## src/rtl/gray_a_binario_secuencial_if.sv

```systemverilog
// Handshake bundle for the sequential Gray-to-binary decoder.
// Both sides use valid/ready: a transfer happens on the rising clock edge
// where valid and ready are both high. Valid, once raised, holds its data
// stable until that edge. Ready may be raised or lowered at any time.
interface gray_a_binario_secuencial_if #(
  parameter int WIDTH = 8
);
  logic             in_valid;
  logic             in_ready;
  logic [WIDTH-1:0] gray_in;
  logic             out_valid;
  logic             out_ready;
  logic [WIDTH-1:0] binario_out;
  logic             ocupado;
  logic [1:0]       dbg_state;   // FSM state for checkers: 0 IDLE, 1 DECODE, 2 DONE

  // Decoder side
  modport slave (
    input  in_valid,
    input  gray_in,
    input  out_ready,
    output in_ready,
    output out_valid,
    output binario_out,
    output ocupado,
    output dbg_state
  );

  // Producer/consumer side
  modport master (
    output in_valid,
    output gray_in,
    output out_ready,
    input  in_ready,
    input  out_valid,
    input  binario_out,
    input  ocupado,
    input  dbg_state
  );
endinterface

```

## src/rtl/gray_a_binario_secuencial.sv

```systemverilog
// Sequential Gray-to-binary decoder: accepts one Gray word, resolves one
// bit per clock from the MSB down (b[i] = b[i+1] ^ g[i]), then presents the
// binary word until the consumer takes it. One word in flight at a time.
module gray_a_binario_secuencial #(
  parameter int WIDTH = 8
) (
  input  logic                         clk,
  input  logic                         rst_n,
  gray_a_binario_secuencial_if.slave   bus
);

  localparam int IDX_W = $clog2(WIDTH);
  localparam logic [IDX_W-1:0] IDX_TOP = IDX_W'(WIDTH - 1);

  typedef enum logic [1:0] {
    ST_IDLE   = 2'd0,
    ST_DECODE = 2'd1,
    ST_DONE   = 2'd2
  } state_t;

  state_t           r_state;
  logic [IDX_W-1:0] r_idx;
  logic [WIDTH-1:0] r_g;
  logic [WIDTH-1:0] r_b;
  logic [WIDTH-1:0] r_out;
  logic             r_in_ready;
  logic             r_out_valid;
  logic             r_ocupado;

  logic [IDX_W-1:0] w_idx_up;
  logic             w_bit;
  logic [WIDTH-1:0] w_b_next;

  // Bit resolved this cycle; the MSB has no higher neighbour and passes through.
  always_comb begin
    w_idx_up         = r_idx + IDX_W'(1);
    w_bit            = (r_idx == IDX_TOP) ? r_g[r_idx] : (r_b[w_idx_up] ^ r_g[r_idx]);
    w_b_next         = r_b;
    w_b_next[r_idx]  = w_bit;
  end

  // Control FSM with registered handshake outputs and datapath registers.
  always_ff @(posedge clk or negedge rst_n) begin
    if (!rst_n) begin
      r_state     <= ST_IDLE;
      r_idx       <= '0;
      r_g         <= '0;
      r_b         <= '0;
      r_out       <= '0;
      r_in_ready  <= 1'b1;
      r_out_valid <= 1'b0;
      r_ocupado   <= 1'b0;
    end else begin
      case (r_state)
        ST_IDLE: begin
          // in_ready is always high here, so in_valid alone completes the accept.
          if (bus.in_valid) begin
            r_g        <= bus.gray_in;
            r_idx      <= IDX_TOP;
            r_in_ready <= 1'b0;
            r_ocupado  <= 1'b1;
            r_state    <= ST_DECODE;
          end
        end
        ST_DECODE: begin
          r_b <= w_b_next;
          if (r_idx == '0) begin
            // Last bit: publish the full word on the same edge that finishes it.
            r_out       <= w_b_next;
            r_out_valid <= 1'b1;
            r_state     <= ST_DONE;
          end else begin
            r_idx <= r_idx - IDX_W'(1);
          end
        end
        ST_DONE: begin
          // r_out stays untouched here and after the handoff, until the next word completes.
          if (bus.out_ready) begin
            r_out_valid <= 1'b0;
            r_ocupado   <= 1'b0;
            r_in_ready  <= 1'b1;
            r_state     <= ST_IDLE;
          end
        end
        default: begin
          r_out_valid <= 1'b0;
          r_ocupado   <= 1'b0;
          r_in_ready  <= 1'b1;
          r_state     <= ST_IDLE;
        end
      endcase
    end
  end

  assign bus.in_ready    = r_in_ready;
  assign bus.out_valid   = r_out_valid;
  assign bus.binario_out = r_out;
  assign bus.ocupado     = r_ocupado;
  assign bus.dbg_state   = r_state;

endmodule

```

## src/flat_wrapper.sv

```systemverilog
// flat-port wrapper written by rule: the top's interface ports become plain ports
module gray_a_binario_secuencial_flat 
#(
  parameter int WIDTH = 8
)
  (clk, rst_n, bus_in_valid, bus_gray_in, bus_out_ready, bus_in_ready, bus_out_valid, bus_binario_out, bus_ocupado, bus_dbg_state);
  gray_a_binario_secuencial_if #(.WIDTH(WIDTH)) bus_i ();
  input  logic clk;
  input  logic rst_n;
  input wire logic [$bits(bus_i.in_valid)-1:0] bus_in_valid;
  input wire logic [$bits(bus_i.gray_in)-1:0] bus_gray_in;
  input wire logic [$bits(bus_i.out_ready)-1:0] bus_out_ready;
  output wire logic [$bits(bus_i.in_ready)-1:0] bus_in_ready;
  output wire logic [$bits(bus_i.out_valid)-1:0] bus_out_valid;
  output wire logic [$bits(bus_i.binario_out)-1:0] bus_binario_out;
  output wire logic [$bits(bus_i.ocupado)-1:0] bus_ocupado;
  output wire logic [$bits(bus_i.dbg_state)-1:0] bus_dbg_state;
  assign bus_i.in_valid = bus_in_valid;
  assign bus_i.gray_in = bus_gray_in;
  assign bus_i.out_ready = bus_out_ready;
  assign bus_in_ready = bus_i.in_ready;
  assign bus_out_valid = bus_i.out_valid;
  assign bus_binario_out = bus_i.binario_out;
  assign bus_ocupado = bus_i.ocupado;
  assign bus_dbg_state = bus_i.dbg_state;
  gray_a_binario_secuencial #(.WIDTH(WIDTH)) u_core (.clk(clk), .rst_n(rst_n), .bus(bus_i));
endmodule
```

## config.mk

```make
export PLATFORM = sky130hd
export DESIGN_NAME = gray_a_binario_secuencial_flat
export DESIGN_NICKNAME = d
export VERILOG_FILES = /design/src/rtl/gray_a_binario_secuencial_if.sv /design/src/rtl/gray_a_binario_secuencial.sv /design/src/flat_wrapper.sv
export SDC_FILE = /design/constraint.sdc
export NUM_CORES = 1
export LEC_CHECK = 0
export CAP_MARGIN = 30
export CORE_MARGIN = 3
export CORE_UTILIZATION = 70
export CTS_BUF_LIST = sky130_fd_sc_hd__clkbuf_8
export DETAILED_ROUTE_END_ITERATION = 8
export DONT_BUFFER_PORTS = 1
export GPL_TIMING_DRIVEN = 0
export PLACE_DENSITY_LB_ADDON = 0.05
export SYNTH_ARGS = -nofsm -noshare
export SYNTH_HDL_FRONTEND = slang
export SYNTH_SLANG_ARGS = --single-unit
```

## constraint.sdc

```tcl
create_clock -name clk -period 5.6 [get_ports clk]
set_clock_uncertainty 0.1 [all_clocks]
set_input_delay 1.12 -clock clk [delete_from_list [all_inputs] [get_ports clk]]
set_output_delay 1.12 -clock clk [all_outputs]
set_load 0.01 [all_outputs]
```

==> metrics.cfg <==
[synth]
synth-seq-cells=32
yosys.area.top_type=dfrtp_1
ys_async_sr_fraction_pct=100
netlist.area_leader.share_pct=47.2
synth_edf_count=0
mappedNetlistArea_um2=1640
yosys.cell_types.count=34
yosysWarnings=0
synth_area_leaders=dfrtp_1 47%, mux2_2 12%, o21ai_0 3.3%, nor2_1 3.2%, o31ai_1 3.2%
synth_seq_area_share_pct=48.8
synth_ff_type=dfrtp_1
avgSynthCellArea_um2=10.9
syn_inst=151
synth_fp_nets=167

[global_routing]
use_met2_pct=45.2
busiest_layer=met2
antenna_found_initial=0
grt_usage_pct=29.0
grt_max_degree=33
grt_pass1_vias=1281
grtUsageMet1_pct=34.9
globalRouteOverflowTotal=0
grt_use_met3_pct=10.1
grt_pass1_wl_um=5890

[sta]
slew_headroom_pct=68.9
slew_viol_final=0
setup_tns_ns=0
rsz0062_at_grt=no
period_share_pct=48.9
hold_violations=0
finalSetupViolations=0
worst_slew_pin_slew_ns=0.466
layout_min_cycle_time_ns=2.74
fmax_mhz=365

[placed_design]
dp_hpwl_um=2400
gp_congestion=0.852
place_area_um2=1680
io_buffers=0

[clocking]
h-tree-depth=2
post_cts_buffers=0
insertion_delay_ns=0.28
post_cts_hold_buffer_count=0
cts_buffer_depth=2
path_clk_slew_ns=0.06
cts_buffers=5
cts.repair.resized=0
root_buffer=clkbuf_8
tritoncts=built
cts.sinks=32

[die]
die-area_um2=2970
initial_core_util_pct=79.0
rows=16
die_h_um=54.5
design.core.area_um2=2080
ios=25
die_w_um=54.5

[pwr]
comb_power_share_pct=49.4
peakVddDrop_uv=455
p_int_uw=710
switching_share_pct=42.6
power_density_nw_per_um2=696
p_leak_uw=0.000784
p_switching_uw=527
seqPwrFrac_pct=35.2
clockPowerShare_pct=15.4

[worst_setup_path]
crit_start=u_core.r_idx[0]$_DFFE_PN0P_
critPathLaunchType=flop
cp_top_family=multiplexers
end_kind=flop
r2r_start=u_core.r_idx[0]$_DFFE_PN0P_
slowest_stage=mux4_2
rrSetupSlack_ns=2.86
worst_path_largest_cell_delay_ns=0.52
critPathMaxFanout=10
path_buf_inv=3
critPathKind=flop to flop
crit_chain=buf_4 > buf_2 > inv_1 > ha_1 > mux4_2 > o21ai_2 > xor2_1 > mux2_2
cp.required_ns=5.71
cp.arrival_ns=2.85

[detailed_routing]
drc=0
wire_per_inst_um=18.7
drt_first_pass_iters=6
vias_per_cell=6.44
routed_wirelength_um=3480
dr.first_iter.drc_count=34
dr_total_vias=1198
ant_nets=0

[finish]
drive_gt1_share_pct=22.6
syn2layout_area_growth_pct=8.14
design_area_um2=1780
nets=174
diodes=0

[run_status]
run_status=finished, final reports clean

[min_path]
min-delay-start=u_core.r_g[6]$_DFFE_PN0P_
min_path_type=flop to flop

[job]
cap_violations=0

[worst paths after layout]
path | endpoint | cells past startpoint
min in group asynchronous | u_core.bus.binario_out[7]$_DFFE_PN0P_ | 0
max in group asynchronous | u_core.bus.in_ready$_DFFE_PN1P_ | 0
hold / removal | u_core.r_g[6]$_DFFE_PN0P_ | 1
setup / recovery | u_core.r_b[1]$_DFFE_PN0P_ | 8
hold reg to reg | u_core.r_g[6]$_DFFE_PN0P_ | 1
setup reg to reg | u_core.r_b[1]$_DFFE_PN0P_ | 8
[kinds of logic after synthesis]
kind of cell	synth area share, %
DFF	48.8
xor gates and xnor gates	1.52
muxes	15.4
AOI/OAI and AO/OA	15.0
buffers and inverters	3.96
and+or+nand+nor	12.3
adders and majority gates	3.04
[final cells by class]
| type | count | area [um^2] |
|---|---|---|
| multi-input combinational | 106 | 777 |
| sequential | 32 | 802 |
| clock inverter | 1 | 3.75 |
| buffer | 9 | 50.0 |
| fill | 121 | 304 |
| tap | 27 | 33.8 |
| clock buffer | 7 | 96.3 |
| inverter | 4 | 15.0 |
[placed cells by master, fill, tap and decap left out, drive strengths merged, types with 2 or more instances in the layout]
master,instances
a21oi,9
o31ai,7
nor2,14
mux2,17
dfrtp,31
nand3b,2
nand2b,5
mux2i,4
buf,6
o21ai,14
inv,5
clkbuf,10
ha,4
nor2b,5
nor3,5
nand2,7
[per-stage QoR]
| stage | total power [uW] | instances | hold WS (ns) | util, % | setup WS (ns) |
|---|---|---|---|---|---|
| 2_1_floorplan | 895 | 151 | 0.380 | - | 3.22 |
| 3_3_place_gp | 992 | 178 | 0.389 | 80.6 | 2.99 |
| 3_5_place_dp | 1030 | 178 | 0.401 | 80.6 | 2.91 |
| 4_1_cts | 1230 | 186 | 0.415 | 85.4 | 2.88 |
| 5_1_grt | 1320 | 186 | 0.409 | 85.4 | 2.70 |
| 6_report | 1240 | 186 | 0.411 | 85.4 | 2.86 |
[power by group through the flow]
stage | registers, uW | clock network (uW) | logic, uW
6_report | 435 | 191 | 611
5_1_grt | 449 | 204 | 671
4_1_cts | 434 | 193 | 604
3_5_place_dp | 437 | 0 | 594
3_3_place_gp | 428 | 0 | 563
2_1_floorplan | 412 | 0 | 483
[cells in the mapped netlist, drive strengths merged (2+ instances only)]
| cell | number |
|---|---|
| nand3b | 2 |
| nor2b | 5 |
| dfrtp | 31 |
| buf | 6 |
| nand2 | 7 |
| clkbuf | 3 |
| inv | 4 |
| mux2 | 17 |
| mux2i | 4 |
| nor2 | 14 |
| a21oi | 9 |
| o21ai | 14 |
| o31ai | 7 |
| nor3 | 5 |
| nand2b | 5 |
| ha | 4 |
[sequential cells by signal, indices dropped and copies added (netlist names)]
register                cells
u_core.bus.binario_out      8
u_core.r_g                  8
u_core.r_idx                3
u_core.bus.in_ready         1
u_core.bus.ocupado          1
u_core.bus.dbg_state        2
u_core.r_b                  8
u_core.bus.out_valid        1
[layer usage]
| metal | part of all wire (%) | wire [um] |
|---|---|---|
| met5 | 0 | 0 |
| met4 | 1.3 | 46 |
| met3 | 8.1 | 281 |
| met2 | 51 | 1760 |
| met1 | 40 | 1380 |
Note: power is estimated with default switching activity, not from simulation.
